`config.mk`:
```
export PLATFORM = sky130hd
export DESIGN_NAME = spike_cfg_loader
export DESIGN_NICKNAME = d
export VERILOG_FILES = /design/src/rtl/spike_cfg_loader.sv
export SDC_FILE = /design/constraint.sdc
export NUM_CORES = 1
export LEC_CHECK = 0
export ABC_AREA = 1
export CAP_MARGIN = 10
export CORE_ASPECT_RATIO = 1.2
export CORE_UTILIZATION = 60
export DETAILED_ROUTE_END_ITERATION = 8
export GPL_TIMING_DRIVEN = 1
export PLACE_DENSITY_LB_ADDON = 0.12
export SLEW_MARGIN = 20
export SYNTH_ARGS = -nofsm -noshare
export SYNTH_HDL_FRONTEND = slang
export SYNTH_SLANG_ARGS = --single-unit
export TNS_END_PERCENT = 1
```
`constraint.sdc`:
```
create_clock -name clk10M -period 4.4 [get_ports clk10M]
set_input_delay 0.66 -clock clk10M [delete_from_list [all_inputs] [get_ports clk10M]]
set_output_delay 0.66 -clock clk10M [all_outputs]
set_load 0.1 [all_outputs]
```
`src/rtl/spike_cfg_loader.sv`:
```
// Boot-time SPI mode-0 master: walks a config ROM and sends one {index, data} frame per entry, MSB first.
// All outputs are registered; abort or reset releases the bus (lnss high, lsck/lmosi low) and returns to idle.
module spike_cfg_loader #(
  parameter int NWORDS = 256,
  parameter int AW     = 8,
  parameter int DW     = 16,
  parameter int SCKDIV = 4
) (
  input  logic             clk10M,
  input  logic             rst,
  input  logic             start,
  input  logic             abort,
  output logic [AW-1:0]    rom_addr,
  input  logic [DW-1:0]    rom_data,
  output logic             lsck,
  output logic             lmosi,
  output logic             lnss,
  input  logic             lmiso,
  output logic [AW+DW-1:0] rx_word,
  output logic             busy,
  output logic             done
);
  localparam int FW = AW + DW;
  localparam int CW = $clog2(2 * SCKDIV);
  localparam int BW = $clog2(FW);

  typedef enum logic [3:0] {
    S_IDLE, S_FETCH, S_LOAD, S_SETUP, S_SCK_LO, S_SCK_HI, S_HOLD, S_GAP, S_DONE
  } state_t;

  state_t        r_state, w_nxt;
  logic [CW-1:0] r_cnt, w_len;
  logic [BW-1:0] r_bit;
  logic [FW-1:0] r_tx, r_rx, r_rx_word, w_rx_nxt;
  logic [AW-1:0] r_addr;
  logic          r_lsck, r_lmosi, r_lnss, r_busy, r_done;
  logic          w_phase_end, w_sample, w_frame_active;

  assign w_phase_end    = (r_cnt == '0);
  // lmiso is captured in the first cycle lsck is high
  assign w_sample       = (r_state == S_SCK_HI) && (r_cnt == CW'(SCKDIV - 1));
  assign w_rx_nxt       = w_sample ? {r_rx[FW-2:0], lmiso} : r_rx;
  assign w_frame_active = (w_nxt == S_SETUP) || (w_nxt == S_SCK_LO) ||
                          (w_nxt == S_SCK_HI) || (w_nxt == S_HOLD);

  always_comb begin
    w_nxt = r_state;
    case (r_state)
      S_IDLE:   if (start) w_nxt = S_FETCH;
      S_FETCH:  w_nxt = S_LOAD;
      S_LOAD:   w_nxt = S_SETUP;
      S_SETUP:  if (w_phase_end) w_nxt = S_SCK_LO;
      S_SCK_LO: if (w_phase_end) w_nxt = S_SCK_HI;
      S_SCK_HI: if (w_phase_end) w_nxt = (r_bit == BW'(FW - 1)) ? S_HOLD : S_SCK_LO;
      S_HOLD:   if (w_phase_end) w_nxt = S_GAP;
      S_GAP:    if (w_phase_end) w_nxt = (r_addr == AW'(NWORDS - 1)) ? S_DONE : S_FETCH;
      S_DONE:   w_nxt = S_IDLE;
      default:  w_nxt = S_IDLE;
    endcase
    if (abort) w_nxt = S_IDLE;
  end

  always_comb begin
    w_len = '0;
    case (w_nxt)
      S_SETUP, S_SCK_LO, S_SCK_HI, S_HOLD: w_len = CW'(SCKDIV - 1);
      S_GAP:                               w_len = CW'(2 * SCKDIV - 1);
      default:                             w_len = '0;
    endcase
  end

  always_ff @(posedge clk10M or posedge rst) begin
    if (rst) begin
      r_state   <= S_IDLE;
      r_cnt     <= '0;
      r_bit     <= '0;
      r_tx      <= '0;
      r_rx      <= '0;
      r_rx_word <= '0;
      r_addr    <= '0;
      r_lsck    <= 1'b0;
      r_lmosi   <= 1'b0;
      r_lnss    <= 1'b1;
      r_busy    <= 1'b0;
      r_done    <= 1'b0;
    end else begin
      r_state <= w_nxt;
      if (w_nxt != r_state)  r_cnt <= w_len;
      else if (!w_phase_end) r_cnt <= r_cnt - 1'b1;
      r_rx <= w_rx_nxt;

      if (r_state == S_IDLE && w_nxt == S_FETCH)     r_addr <= '0;
      else if (r_state == S_GAP && w_nxt == S_FETCH) r_addr <= r_addr + 1'b1;

      if (r_state == S_LOAD && w_nxt == S_SETUP) begin
        r_tx  <= {r_addr, rom_data};
        r_bit <= '0;
      end else if (r_state == S_SCK_HI && w_nxt == S_SCK_LO) begin
        r_tx  <= {r_tx[FW-2:0], 1'b0};
        r_bit <= r_bit + 1'b1;
      end

      if (r_state == S_SCK_HI && w_nxt == S_HOLD) r_rx_word <= w_rx_nxt;

      // outputs follow the next state so they are valid the cycle the state is entered
      r_lsck <= (w_nxt == S_SCK_HI);
      r_lnss <= !w_frame_active;
      r_busy <= (w_nxt != S_IDLE) && (w_nxt != S_DONE);
      r_done <= (w_nxt == S_DONE);
      if (w_nxt == S_IDLE)                                 r_lmosi <= 1'b0;
      else if (r_state == S_LOAD && w_nxt == S_SETUP)      r_lmosi <= r_addr[AW-1];
      else if (r_state == S_SCK_HI && w_nxt == S_SCK_LO)   r_lmosi <= r_tx[FW-2];
    end
  end

  assign rom_addr = r_addr;
  assign lsck     = r_lsck;
  assign lmosi    = r_lmosi;
  assign lnss     = r_lnss;
  assign rx_word  = r_rx_word;
  assign busy     = r_busy;
  assign done     = r_done;
endmodule
```
Yosys cells after proc, flatten, opt, wreduce, memory -nomap -nowiden
Cells that the tools add are included.

Memories kept: 0. Bits in writable memories: 0. Flip-flop bits (word level): 96. Memory bits (read-only): 0. Logic and storage cells: 77. Latch bits: 0.

Muxes and demuxes: 23. Multipliers: 0. Bitwise logic cells: 0. Divide/modulo/power cells: 0. Reductions and logical operators: 19. Add/sub/neg operators: 3. Equal/unequal tests: 20. Shift operators: 0. Order comparisons: 0.

Operators with widths (number): 2-to-1 mux 23 bit (2); equality test 4 x 3 -> 1 bit, second input constant (8); 2-to-1 mux 4 bit (8); one-hot mux 4 bit (8 select lines) (1); 2-to-1 mux 24 bit (1); 2-to-1 mux 8 bit (2); equality test 4 x 2 -> 1 bit, second input constant (3); 2-to-1 mux 5 bit (2); adder 8 x 1 -> 8 bit, second input constant (1); equality test 4 x 1 -> 1 bit, second input constant (2); equality test 8 bit, second input constant (1); logical NOT 4 bit (2); logical AND 1 bit (7); 2-to-1 mux 3 bit (2); one-hot mux 3 bit (2 select lines) (1); adder 5 x 1 -> 5 bit, second input constant (1); equality test 5 bit, second input constant (1); equality test 4 bit, second input constant (1); != test 4 bit (1); != test 4 bit, second input constant (1); nonzero test 2 bit (2); nonzero test 4 bit (1); OR reduction 4 bit (1); equality test 3 x 2 -> 1 bit, second input constant (1); other kinds (8) (12).

Depth between registers and ports, before layout
Gate-level depths: netlist of run 1.

Depth after elaboration: 10. Depth in mapped cells: 15. Mapped depth without buffers: 15.

Least setup slack after synthesis of run 1
OpenSTA, ideal clock, no wires.

Path kind: flip-flop to flip-flop. Start point: register r_addr[1] (netlist: rom_addr[1]). End point: register r_tx[1]. Cell stages (with the launch flop): 16. Buffers on the path: 1. Required time: 4.277 ns. Arrival time: 2.466 ns. Slack: 1.811 ns. Cells stage by stage: dfrtp_1 ha_1 inv_1 nor2_1 nand2_1 nand2_1 nand3_1 nand2_1 nand2_2 nand2_4 nand3_2 inv_2 nor2_4 buf_4 nand2_1 nand2_1.

Cells in the longest elaborated chain, start to end: 8.

RTL lines: start, declared (RTL line 35) `logic [AW-1:0] r_addr;`; start signal, assigned (RTL line 93) `else if (r_state == S_GAP && w_nxt == S_FETCH) r_addr <= r_addr + 1'b1;`; equality test 8 bit * (RTL line 56) `S_GAP: if (w_phase_end) w_nxt = (r_addr == AW'(NWORDS - 1)) ? S_DONE : S_FETCH;`; 2-to-1 mux 4 bit * (2 in a row) (RTL line 56); one-hot mux 4 bit (8 select lines) * (RTL line 48) `case (r_state)`; 2-to-1 mux 4 bit * (RTL line 60) `if (abort) w_nxt = S_IDLE;`; equality test 4 x 2 -> 1 bit or equality test 4 x 3 -> 1 bit (tied branches) (RTL line 95, 98); logical AND 1 bit, on equally long branches (RTL line 95, 98); 2-to-1 mux 23 bit or nonzero test 2 bit (tied branches); end signal, assigned (RTL line 96) `r_tx <= {r_addr, rom_data};`; end signal, assigned (RTL line 99) `r_tx <= {r_tx[FW-2:0], 1'b0};`; end, declared (RTL line 34) `logic [FW-1:0] r_tx, r_rx, r_rx_word, w_rx_nxt;`.

Every way passes the cells marked *; elsewhere a longest branch is shown, timed or not. A chain may end at the register's enable or synchronous reset.

Worst setup path after layout of run 1
Start point: register r_lnss (netlist: lnss). End point: output port lnss.

RTL lines: start, declared (RTL line 36) `logic r_lsck, r_lmosi, r_lnss, r_busy, r_done;`; start signal, assigned (RTL line 107) `r_lnss <= !w_frame_active;`; end, declared (RTL line 17) `output logic lnss,`.

No word-level cell between the ends.

==> results of run 1 <==
==> worst reg2reg max path, delay by kind of cell, from the launching register on <==
| kind | cells | cell delay [ns] |
|---|---|---|
| buffers and inverters | 2 | 0.24 |
| adder cells (fa/ha/maj) | 1 | 0.23 |
| AND/OR/NAND/NOR | 10 | 1.68 |
| flip-flops | 1 | 0.41 |
==> logic make-up (layout without fill, tap and decap cells) <==
kind of cell               after synthesis  count (layout)  synth area share [%]
and+or+nand+nor                        271             271                 26.16
DFF                                     96              96                 52.52
buffers and inverters                   84             145                 7.928
AOI/OAI and AO/OA                       38              38                 4.183
muxes                                   25              25                 6.124
xor gates and xnor gates                 9               9                 1.722
adders and majority gates                5               5                 1.367
==> layout make-up <==
type | instances | area, sq um | area share, %
multi-input combinational | 348 | 1810 | 33.75
clock inverter | 7 | 61.31 | 1.143
timing repair buffer | 60 | 593.1 | 11.05
tap | 90 | 112.6 | 2.099
inverter | 69 | 260.3 | 4.851
clock buffer | 9 | 123.9 | 2.309
sequential | 96 | 2404 | 44.80
==> path summary, 6_finish.rpt <==
path	end	cells after the start	slack [ns]
worst max-delay path	lnss	1	1.72
worst min-delay path	r_tx[5]$_DFFE_PP0P_	2	0.49
worst max register to register	r_tx[7]$_DFFE_PP0P_	13	1.78
worst min register to register	r_tx[5]$_DFFE_PP0P_	2	0.49
max in group asynchronous	lnss$_DFF_PP1_	3	2.77
min in group asynchronous	r_rx[18]$_DFF_PP0_	2	0.73
==> metal layers <==
| layer | wire [um] | up-vias | global-route usage, % | part of all wire [%] |
|---|---|---|---|---|
| met4 | 122 | 0 | 9.042 | 1.4 |
| met3 | 313 | 15 | 3.850 | 3.6 |
| met5 | 0 | - | 0 | 0 |
| met2 | 4546 | 76 | 43.10 | 52 |
| li1 | - | 1753 | - | - |
| met1 | 3814 | 1690 | 29.88 | 43 |
==> registers in the layout (all words and copies together), names as in the netlist <==
| name | flops |
|---|---|
| r_rx | 24 |
| rx_word | 24 |
| r_tx | 23 |
| rom_addr | 8 |
| r_bit | 5 |
| r_state | 4 |
| r_cnt | 3 |
| busy | 1 |
| done | 1 |
| lmosi | 1 |
| lnss | 1 |
| lsck | 1 |
==> per-stage QoR <==
stage | instance area (sq um) | hold WS, ns
after global placement | 5180 | 0.4571
final | 5365 | 0.4913
after global routing | 5365 | 0.5132
after CTS | 5365 | 0.4902
after detailed placement | 5180 | 0.4649
after floorplan | 4577 | 0.4412
==> Yosys cell counts, drive strengths merged <==
cell type | n | area, sq um
nand3b | 3 | 22.52
mux2 | 24 | 270.3
buf | 13 | 96.34
dfrtp | 95 | 2377
clkbuf | 2 | 7.510
dfstp | 1 | 26.28
ha | 5 | 62.56
o21ai | 33 | 165.2
xor2 | 9 | 78.83
nor4 | 1 | 6.260
nor3 | 7 | 35.03
inv | 69 | 259.0
nor2 | 44 | 209.0
or2 | 1 | 6.260
a31oi | 1 | 6.260
nand3 | 21 | 127.6
a21oi | 4 | 20.02
nand4 | 8 | 65.06
mux2i | 1 | 10.01
nand2 | 186 | 725.7
==> power by group through the flow <==
stage	registers (uW)	clock network (uW)	logic [uW]
6_report	1060	538	493
5_1_grt	1070	586	556
4_1_cts	1060	555	496
3_5_place_dp	1070	0	493
3_3_place_gp	1070	0	467
2_1_floorplan	1130	0	310
==> impl.org, run 1 <==
** Outcome
- The flow ran to the end, and the final reports show no timing, DRC or antenna violations.

** Route
- Final wirelength :: 8796 um
- DRC violation count after routing :: 0
- In the routed layout, each cell is associated on average with a via count of 5.205.
- Number of DRC markers after the initial detailed-route iteration :: 188
- In the final routed layout, each cell accounts on average for between 10 and 15 um.
- The first detailed-routing pass ran for 5 iterations.
- The routed layout has ~3500 vias.
- Detail Route Antenna Nets :: 0

** Die
- Vertical die dimension :: 97.68 um
- The die covers 7983 sq um.
- The floorplan has 34 rows.
- The total area inside the core boundary comes to 7317 sq um.
- In this run the horizontal extent of the chip is 81.73 um.
- Once the floorplan was initialized, standard cells occupied 62.55% of the core.
- 58 I/O pins were placed.

** Power and ir drop
- LEAKAGE :: 0.002776 uW
- Switching power of the nets :: slightly above 700 uW
- The internal portion of the total power is 1366 uW.
- Dividing total power by cell area gives a power density of 390.0 nW/um^2.
- Part of the total power dissipated in the clock network :: 25.7%
- Across the VDD grid, the largest voltage drop is 0.2099 mV.
- Sequential Power Share :: between 50% and 60%
- Overall power consumption :: 2092 uW
- Switching part of the total :: 34.72%
- Per report_power, the combinational group accounts for 23.6% of the total.

** Clocking
- Clock Sinks :: 96
- No sink is reached through more buffers than the 2 on the longest clock path.
- TritonCTS built the clock tree.
- After clock tree synthesis, the flow added hold-fix buffers numbering 0.
- The tree is rooted in a sky130_fd_sc_hd__clkbuf_8.
- The H-tree generated during clock tree synthesis spans 3 levels.
- Counting the buffers created by CTS gives 9.
- Post-CTS setup repair buffer count :: 0
- Post-CTS repair changed the size of 0 cells.
- Clock input transition at the sequential cells of the worst setup and hold paths :: about 0.10 ns
- The clock reaches the later pin of the worst-skew pair after 0.36 ns.

** STA
- Fin Setup TNS :: 0 ns
- Worst-margin pin slew :: ~0.99 ns
- Static timing analysis puts the maximum clock frequency at 373.2 MHz.
- Setup repair after global routing left no endpoint under its margin.
- The smallest clock period supported by the final layout is computed as 2.679 ns.
- Least setup slack across all paths after layout :: approximately 1.7 ns
- Layout Skew :: 0.009477 ns
- Final worst path period share :: 60.89%
- Measured against its own limit, the worst slew margin works out to 33.82%.
- Count of pins over their slew limit :: 0
- Hold violation count in the final report :: 0
- Final setup violation count :: 0

** Place
- Worst slack after detailed placement :: roughly 1.5 ns
- After legalization and detailed placement, the total HPWL measured 6183 um.
- Weighted congestion reported at the end of routability-driven placement :: around 0.84
- Post-Place Cells :: around 660
- Number of buffer cells added on primary ports :: between 50 and 60

** Setup path
- Data arrives at the worst endpoint at 2.02 ns.
- Crit path max-delay family :: buffers and inverters
- The most critical setup path has its startpoint at lnss$_DFF_PP1_.
- CP max stage cell :: sky130_fd_sc_hd__clkdlybuf4s50_1
- Kind of critical path :: reg2out
- Cells traversed along the worst timing path :: clkdlybuf4s50_1
- Kind of launch point of the worst setup path :: flip-flop
- STA classifies the critical path endpoint as an output pin.
- In this run the worst path has a maximum fanout of 1.
- Counting both buffers and inverters, the worst setup path holds a total of 1.
- For this run, the slowest stage of the critical path takes about 1.1 ns.
- For the worst setup path, the data required time is about 3.7 ns.
- The startpoint identified for the worst register-to-register timing path is r_cnt[0]$_DFFE_PP0P_.

** Logic synthesis
- Synthesized area :: roughly 4600 sq um
- In this run, distinct cell masters in the synthesized netlist total 32.
- Synthesized netlist net count :: 554
- The cell count after synthesis came out at 528.
- Synthesis inferred 96 register bits.
- YS warnings :: 0
- A synthesized cell averages 8.668 sq um.
- Sequential element share of the synthesized area :: 52.52%

** Run
- Max-cap violations in this run came to 0.

** Layout
- Fill cell total of the finished layout :: 579
- The final layout contains 610 nets.
- Excluding fillers, the count of instances in the completed layout stands at 679.
- Area overhead of the layout relative to synthesis :: 17.22%
- The library cell used most frequently in the layout, excluding fill and tap cells, is sky130_fd_sc_hd__nand2_1.
- Of the cells placed in the final design, the portion with a size suffix greater than 1 is 11.88%.
- Fin util :: 73.32%
- Top library cells by usage in the layout, fill and taps aside :: sky130_fd_sc_hd__nand2_1 (179), sky130_fd_sc_hd__dfrtp_1 (95), sky130_fd_sc_hd__inv_1 (63), sky130_fd_sc_hd__clkdlybuf4s50_1 (57), sky130_fd_sc_hd__nor2_1 (36)
- ANT cells :: 0

** GRT
- Entering global routing, the biggest net connects 47 pins.
- The first global-routing pass estimated 15340 um of wire.
- Antenna violations before repair :: 0
- Number of global-route vias before repair :: roughly 3500
- Overall Global Routing Usage :: 24.68%
- Summed over all layers, the global routing overflow is 0.

** Hold path
- Worst min-delay path startpoint :: r_tx[5]$_DFFE_PP0P_
- Class of the worst hold path :: reg2reg
No activity file was read; power rests on OpenSTA's default activity.
==> run 2, diff against run 1 <==
Settings changed: CORE_UTILIZATION 60 to 50.
Clock period 4.4 ns to 2.3 ns, I/O delays scaled along.
==> run 2 against run 1 <==
  * Sequential share of layout area is 1.6 points lower
  * Register-to-register slack worse by 1.6 ns
  * Via count is 0.34% higher
  * Clock power is 100% higher
  * Sequential power is 92% higher
  * Non-clock buffer count is 13 higher
  * Final cell count is 5.9% higher
  * Global-route usage is 4.6 points lower
  * Clock skew is 0.0043 ns higher
  * Worst setup slack worse by 1.5 ns
  * Critical path type is now reg2reg
==> impl.org, run 2 (synthesis gave the netlist of run 1 again) <==
** GRT
- The sum of overflow across all layers after global routing was 0 (unchanged).
- Maximum number of pins on one net before global-route repair :: 97 (+110%)
- Overall Global Routing Usage :: 20.11% (-4.6 points)
- Number of global-route vias before repair :: 3307 (-6.7%)
- The global-route wire length before repair came to 14860 um (-3.1%).
- Antenna violations before repair :: 0 (unchanged)

** Setup path
- Critical path endpoint :: r_tx[1]$_DFFE_PP0P_
- Kind of critical path :: reg2reg
- Number of cells on the worst reg-to-reg path :: 14 (+1)
- Arrival time reported for the critical path endpoint :: 2.37 ns (+0.35 ns)
- Beginning of the worst register-to-register path :: r_cnt[0]$_DFFE_PP0P_
- The reg-to-reg setup timing slack came to 0.18 ns (-1.60 ns).
- Kind of launch point of the worst setup path :: flip-flop
- Worst Setup SP :: r_cnt[0]$_DFFE_PP0P_
- STA classifies the critical path endpoint as a flip-flop.
- The worst endpoint required time came to 2.55 ns (-1.19 ns).
- The worst register-to-register path ends at r_tx[1]$_DFFE_PP0P_.
- Peak fanout along the critical path :: 11 (+10)

** Route
- The detailed-route DRC error count was 0 (unchanged).
- The number of vias per cell after detailed routing is 4.932 (-5.2%).
- The number of iterations in the first detailed-routing pass is 4 (-1).
- The total via count after detailed routing came to 3546 (+0.34%).
- The overall routed net length is 9083 um (+3.3%).
- Detail Route Antenna Nets :: 0 (unchanged)
- Number of DRC markers after the initial detailed-route iteration :: 149 (-21%)
- The post-detailed-route wirelength per cell was 12.63 um (-2.5%).

** Die
- Vertical die dimension :: 106.8 um (+9.3%)
- Cell Rows :: 37 (+8.8%)
- The die area was 9542 sq um (+20%).
- The number of ports placed on the die boundary came to 58 (unchanged).
- Initial standard-cell utilization of the core :: 52.31% (-10 points)
- Die Width :: 89.34 um (+9.3%)
- The standard cell core area is 8750 sq um (+20%).

** Layout
- The count of fill cells added during filler insertion was 776 (+34%).
- Number of nets at the end of the flow :: 623 (+2.1%)
- ANT cells :: 0 (unchanged)
- The final core area utilization is 63.54% (-9.8 points).
- The design area was 5559 sq um (+3.6%).
- Area overhead of the layout relative to synthesis :: 21.46%
- Leaving out fill and tap cells, the most frequent cells in the layout are sky130_fd_sc_hd__nand2_1 (178), sky130_fd_sc_hd__dfrtp_1 (95), sky130_fd_sc_hd__inv_1 (60), sky130_fd_sc_hd__buf_4 (44), sky130_fd_sc_hd__nor2_1 (35).
- The library cell used most frequently in the layout, excluding fill and tap cells, is sky130_fd_sc_hd__nand2_1.
- The share of layout cells above drive strength 1 came to 20.93% (+9.0 points).

** Clocking
- Clock latency on the worst-skew pair :: 0.37 ns (about the same)
- The sink count of the clock tree is 96 (unchanged).
- H-tree levels :: 3 (unchanged)
- Root buffer cell :: sky130_fd_sc_hd__clkbuf_8
- TritonCTS built the clock tree.
- Longest Clk Path Bufs :: 2 (unchanged)
- The number of buffers created by CTS came to 9 (unchanged).
- The number of hold buffers added after CTS is 0 (unchanged).
- The clock slew seen by the registers of the worst setup and hold paths was 0.11 ns (about the same).

** Power and ir drop
- VDD IR max :: 0.4245 mV (+100%)
- The static power due to leakage is 0.002960 uW (+6.7%).
- Cell area power density :: 742.5 nW/um^2 (+90%)
- The overall power came to 4127 uW (+97%).

** STA
- Setup repair after global routing left no endpoint under its margin.
- Final setup violation count :: 0 (unchanged)
- The final max-slew violation count was 0 (unchanged).
- Final worst path period share :: 92.23%
- Based on the critical path, the design can be clocked at up to ~470 MHz.
- The total count of hold-check failures in the final report was 0 (unchanged).
- Layout Skew :: 0.01374 ns (+0.004263 ns)
- The slew of the pin with the lowest slew margin came to 0.7432 ns (-0.2464 ns).
- Slew HR :: 50.40% (+17 points)
- Counting I/O delays and the setup requirement, the final critical path takes 2.121 ns.

** Run
- The max-capacitance violation count was 0 (unchanged).

** Place
- The cell area after placement was 5244 sq um (+1.2%).
- The number of port buffers was 57 (unchanged).
- The routability congestion estimate from global placement is 0.8286 (-1.2%).
- HPWL after detailed placement :: 5991 um (-3.1%)

** Outcome
- Run status :: completed

** Hold path
- Class of the worst hold path :: in2async
-- run 2: cell count changes in the layout (fill, tap and decap cells not counted), sizes merged --
cell           delta
buf              +48
clkbuf            +3
clkdlybuf4s50    -37
clkinvlp          -1
-- run 2: area by class of cell --
class	instances	area [sq um]	area share [%]
inverters	69	265.3	4.772
well taps	117	146.4	2.633
multi-input cells	348	1833	32.97
clock buffers	10	137.6	2.476
repair buffers	73	715.7	12.87
clock inverters	6	57.56	1.035
flip-flops and latches	96	2404	43.24
-- run 2: worst min-delay path by stage --
stage	start	endpoint
after detailed placement	r_tx[8]$_DFFE_PP0P_	r_tx[8]$_DFFE_PP0P_
final	rst	r_tx[11]$_DFFE_PP0P_
after floorplan	r_rx[23]$_DFF_PP0_	r_rx[23]$_DFF_PP0_
after global routing	rst	r_tx[11]$_DFFE_PP0P_
after global placement	r_rx[23]$_DFF_PP0_	r_rx[23]$_DFF_PP0_
after CTS	rst	rx_word[7]$_DFFE_PP0P_
-- run 2: per-layer routing --
metal  GRT usage, %  wire [um]  vias up
met5              0          0        -
met4          7.370        165        0
met3          4.003        264       13
met2          33.59       4476       61
met1          25.59       4177     1695
li1               -          -     1777
-- run 2: repair_timing --
action,in CTS,in global routing
resized for setup,0,12
setup endpoints to repair,0,31
buffers inserted,0,5
-- run 2: through the flow --
stage / TNS, ns / hold WS [ns] / std cells / worst slack [ns]
6_report: 0 / 0.4556 / 719 / 0.1788
5_1_grt: 0 / 0.5106 / 719 / 0.005782
4_1_cts: 0 / 0.4841 / 712 / 0.08315
3_5_place_dp: 0 / 0.4654 / 696 / 0.07267
3_3_place_gp: 0 / 0.4599 / 696 / 0.1331
2_1_floorplan: -8.651 / 0.4412 / 528 / -0.2892
-- run 2: critical path, cell delays in order, from the launching register on --
cell	delay, ns
sky130_fd_sc_hd__dfrtp_1	0.43
sky130_fd_sc_hd__inv_2	0.10
sky130_fd_sc_hd__ha_4	0.15
sky130_fd_sc_hd__nand2_4	0.09
sky130_fd_sc_hd__nor2_2	0.13
sky130_fd_sc_hd__nand2_2	0.10
sky130_fd_sc_hd__nand3_4	0.11
sky130_fd_sc_hd__nand2_4	0.07
sky130_fd_sc_hd__inv_2	0.08
sky130_fd_sc_hd__nand4_4	0.12
sky130_fd_sc_hd__nor2_8	0.26
sky130_fd_sc_hd__buf_12	0.16
sky130_fd_sc_hd__nand2_1	0.05
sky130_fd_sc_hd__o21ai_0	0.07
sky130_fd_sc_hd__nand2_1	0.08
-- run 2: power by group --
part | total [uW] | switching, uW | internal, uW
clock network | 1090 | 641 | 450
logic | 1010 | 642 | 366
registers | 2030 | 140 | 1890
==> run 3, diff against run 2 <==
Settings changed: ABC_AREA 1 to unset, CORE_UTILIZATION 50 to 49, CTS_CLUSTER_DIAMETER set to 80, SLEW_MARGIN 20 to 5.
==> run 3 against run 2 <==
  * Sequential share of layout area grew 1.1 points
  * Sequential cell count unchanged
  * Clock-buffer cell count up 1
  * Register-to-register slack worse by 0.099 ns
  * Utilization increased by 2.3 points
  * Clock skew is 0.0029 ns lower
  * Synthesized area fell by 7.2%
  * Sequential power barely moved
  * Clock power about the same
  * First-iteration DRC count is 31% lower
  * Critical endpoint is now rom_addr[3]$_DFFE_PP0P_
  * Largest power group unchanged
==> impl.org, run 3 <==
** Outcome
- The flow ran to the end, and the final reports show no timing, DRC or antenna violations.

** Route
- Routed len/inst :: 13.81 um (+9.3%)
- Final wirelength :: 7939 um (-13%)
- The number of routed nets with antenna violations is 0 (unchanged).
- Vias after detailed routing :: 2974 (-16%)
- The detailed-route DRC error count was 0 (unchanged).
- Drt pass-1 iters :: 4 (unchanged)
- The number of vias per cell after detailed routing was 5.172 (+4.9%).
- The violation count after the first detailed-route iteration was 103 (-31%).

** Power and ir drop
- The power density over the cells came to 796.2 nW/um^2 (+7.2%).
- The static power due to leakage was 0.002829 uW (-4.4%).
- The maximum VDD drop is 0.4641 mV (+9.3%).

** STA
- Count of pins over their slew limit :: 0 (unchanged)
- Final setup violation count :: 0 (unchanged)
- Final min period :: 2.220 ns (+0.09905 ns)
- Final worst path period share :: 96.53% (+4.3 points)
- The smallest setup slack after layout is 0.07973 ns (-0.09905 ns).
- Worst-margin pin slew :: 0.5159 ns (-0.2274 ns)
- Layout Skew :: 0.01084 ns (-0.002900 ns)
- The worst-case headroom to the max-slew limit was 65.54% (+15 points).
- Hold violation count in the final report :: 0 (unchanged)
- The upper clock frequency limit came to 450.4 MHz (-4.5%).

** Logic synthesis
- Synthesized area :: 4247 sq um (-7.2%)
- The number of enable-type register cells in the synthesized netlist came to 0 (unchanged).
- Top post-synthesis cells by area :: sky130_fd_sc_hd__dfrtp_1 (56%), sky130_fd_sc_hd__mux2_2 (13%), sky130_fd_sc_hd__mux2i_1 (5.4%), sky130_fd_sc_hd__o21ai_0 (3.4%), sky130_fd_sc_hd__nand2_1 (3.1%)
- The net count after synthesis came to 383 (-31%).
- Xor and xnor fraction of the mapped netlist area :: 1.237% (-0.48 points)
- Synth Area in Compound Gates :: 7.101% (+2.9 points)
- The multiplexer fraction of the synthesized cell area was 18.68% (+13 points).
- Seq cells post-synth :: 96 (unchanged)
- The fraction of the mapped netlist area in simple logic gates is 11.93% (-14 points).
- Sequential element share of the synthesized area :: 56.60% (+4.1 points)
- The mean instance size in the synthesized netlist is 11.90 sq um (+37%).
- The area share of the leading cell type in the synthesized netlist came to 55.98% (+4.0 points).
- Sorting the synthesized cells by how often they occur yields sky130_fd_sc_hd__dfrtp_1 (95), sky130_fd_sc_hd__mux2_2 (50), sky130_fd_sc_hd__nand2_1 (35).
- Of all cell types, the one taking the most synthesized area is sky130_fd_sc_hd__dfrtp_1.
- Cell variety after synth :: 44 (+38%)
- Mapped Cells :: 357 (-32%)
- Adder-cell share of the synthesized area :: 1.473% (+0.11 points)
- The post-synthesis async set-or-reset flop share is 100.0% (unchanged).
- The count of yosys warnings during synthesis was 0 (unchanged).
- After synthesis, the largest family of logic cells by area is multiplexers.
- Most instantiated flip-flop cell in the synthesis netlist :: sky130_fd_sc_hd__dfrtp_1
- sky130_fd_sc_hd__dfrtp_1 is the most common cell in the netlist.

** Layout
- The library cell used most frequently in the layout, excluding fill and tap cells, is sky130_fd_sc_hd__dfrtp_1.
- The share of layout cells above drive strength 1 was 36.01% (+15 points).
- Area overhead of the layout relative to synthesis :: 27.73%
- Top library cells by usage in the layout, fill and taps aside :: sky130_fd_sc_hd__dfrtp_1 (95), sky130_fd_sc_hd__buf_4 (80), sky130_fd_sc_hd__mux2_2 (50), sky130_fd_sc_hd__nand2_1 (35), sky130_fd_sc_hd__o21ai_0 (28)
- ANT cells :: 0 (unchanged)
- Fin util :: 65.80% (+2.3 points)
- Number of nets at the end of the flow :: 482 (-23%)
- The number of standard cells in the final layout excluding fillers came to 575 (-20%).

** Die
- The standard cell core area came to 8243 sq um (-5.8%).
- Initial standard-cell utilization of the core :: 51.52% (-0.79 points)
- The die area came to 9044 sq um (-5.2%).
- Vertical die dimension :: 104.0 um (-2.6%)
- Die Width :: 86.98 um (-2.6%)
- I/O pin count :: 58 (unchanged)
- The row count came to 36 (-2.7%).

** Setup path
- CP max stage cell :: sky130_fd_sc_hd__or3_4
- Kind of critical path :: reg2reg
- Cells traversed along the worst timing path :: inv_2 -> ha_4 -> and4b_2 -> a21oi_2 -> o21ai_4 -> inv_2 -> or3_4 -> or2_4 -> o41ai_2
- The critical path arrival was 2.47 ns (+0.10 ns).
- Kind of launch point of the worst setup path :: flip-flop
- Critical path capture point type :: flip-flop
- The biggest cell delay along the critical path came to 0.40 ns (-0.03 ns).
- Most used cell along the critical path :: sky130_fd_sc_hd__inv_2
- The maximum fanout encountered on the critical timing path came to 4 (-7).
- Critical Path RT :: 2.55 ns (about the same)

** GRT
- Number of global-route vias before repair :: 3001 (-9.3%)
- Overall Global Routing Usage :: 19.41% (-0.70 points)
- The global-route wire length before repair was 13760 um (-7.4%).
- The number of antenna violations at the first check in global routing was 0 (unchanged).
- Maximum number of pins on one net before global-route repair :: 49 (-49%)
- The sum of overflow across all layers after global routing is 0 (unchanged).

** Clocking
- CTS hold repair buffers :: 0 (unchanged)
- TritonCTS buffer count :: 9 (unchanged)
- CTS placed an instance of sky130_fd_sc_hd__clkbuf_8 at the clock tree root.
- The insertion delay of the later-clocked pin in the worst-skew pair is 0.35 ns (-0.02 ns).
- TritonCTS built the clock tree.
- Clock input transition at the sequential cells of the worst setup and hold paths :: 0.09 ns (-0.02 ns)
- The H-tree depth reported by CTS is 3 (unchanged).
- Longest Clk Path Bufs :: 2 (unchanged)
- The sink count of the clock tree is 96 (unchanged).

** Place
- The number of port buffers was 57 (unchanged).
- Weighted congestion reported at the end of routability-driven placement :: 0.8888 (+7.3%)
- Worst slack after detailed placement :: -0.05853 ns (-0.1312 ns)
- HPWL after detailed placement :: 5561 um (-7.2%)
- The placed instance count came to 554 (-20%).

** Hold path
- The path class of the tightest hold or removal check is in2async.

** Run
- Total of max-cap violations :: 0 (unchanged)
run 3: worst max-delay path: cells and delay by family, from the launching register on:
| kind | cells | cell delay [ns] |
|---|---|---|
| and+or+nand+nor | 3 | 0.93 |
| AOI/OAI and AO/OA | 3 | 0.51 |
| DFF | 1 | 0.39 |
| adders and majority gates | 1 | 0.15 |
| buffers and inverters | 2 | 0.14 |
run 3: logic make-up after synthesis:
logic type      count (synthesis)
simple gates                  100
flops                          96
xor+xnor                        6
buf+inv                        28
mux                            73
fa+ha+maj                       5
compound gates                 49
run 3: what timing repair did:
item,CTS,global route
buffers inserted,2,3
pin swaps,1,4
gates resized for setup,3,7
endpoints found under the setup margin,3,42
run 3: path summary, 6_finish.rpt:
check / startpoint / to / slack, ns / depth (start not counted)
max: r_cnt[1]$_DFFE_PP0P_ / rom_addr[3]$_DFFE_PP0P_ / 0.08 / 9
max reg2reg: r_cnt[1]$_DFFE_PP0P_ / rom_addr[3]$_DFFE_PP0P_ / 0.08 / 9
min in group clk10M: r_rx[23]$_DFF_PP0_ / r_rx[23]$_DFF_PP0_ / 0.50 / 1
min reg2reg: r_rx[23]$_DFF_PP0_ / r_rx[23]$_DFF_PP0_ / 0.50 / 1
min: rst / done$_DFF_PP0_ / 0.37 / 2
max in group asynchronous: rst / rx_word[8]$_DFFE_PP0P_ / 1.31 / 3
run 3: cell type report:
type / count / area (sq um)
multi-input cells: 233 / 1744
clock inverters: 5 / 56.30
fillers: 670 / 2819
well taps: 114 / 142.6
repair buffers: 105 / 900.9
clock buffers: 11 / 131.4
flip-flops and latches: 96 / 2404
inverters: 11 / 45.04
run 3: power by group:
group / switching [uW] / total, uW / internal (uW) / leakage [uW]
registers: 125 / 2030 / 1900 / 0.00130
clock network: 562 / 1070 / 504 / 0.0000937
logic: 686 / 1220 / 539 / 0.00144
total: 1370 / 4320 / 2950 / 0.00283
run 3: per-stage QoR:
| stage | cell area, sq um | power [uW] | TNS (ns) | hold WS, ns |
|---|---|---|---|---|
| 2_1_floorplan | 4250 | 2802 | -6.407 | 0.4504 |
| 3_3_place_gp | 5171 | 3195 | -0.05406 | 0.4777 |
| 3_5_place_dp | 5171 | 3217 | -0.1401 | 0.4819 |
| 4_1_cts | 5381 | 4302 | 0 | 0.3749 |
| 5_1_grt | 5424 | 4579 | -0.01695 | 0.4076 |
| 6_report | 5424 | 4318 | 0 | 0.3748 |
run 3: layer usage:
layer	track usage, %	share of wire [%]	vias to the layer above
met5	0	0	-
met4	9.643	2.4	0
met3	3.651	3.8	14
met2	30.43	49	57
met1	25.57	44	1441
li1	-	-	1462
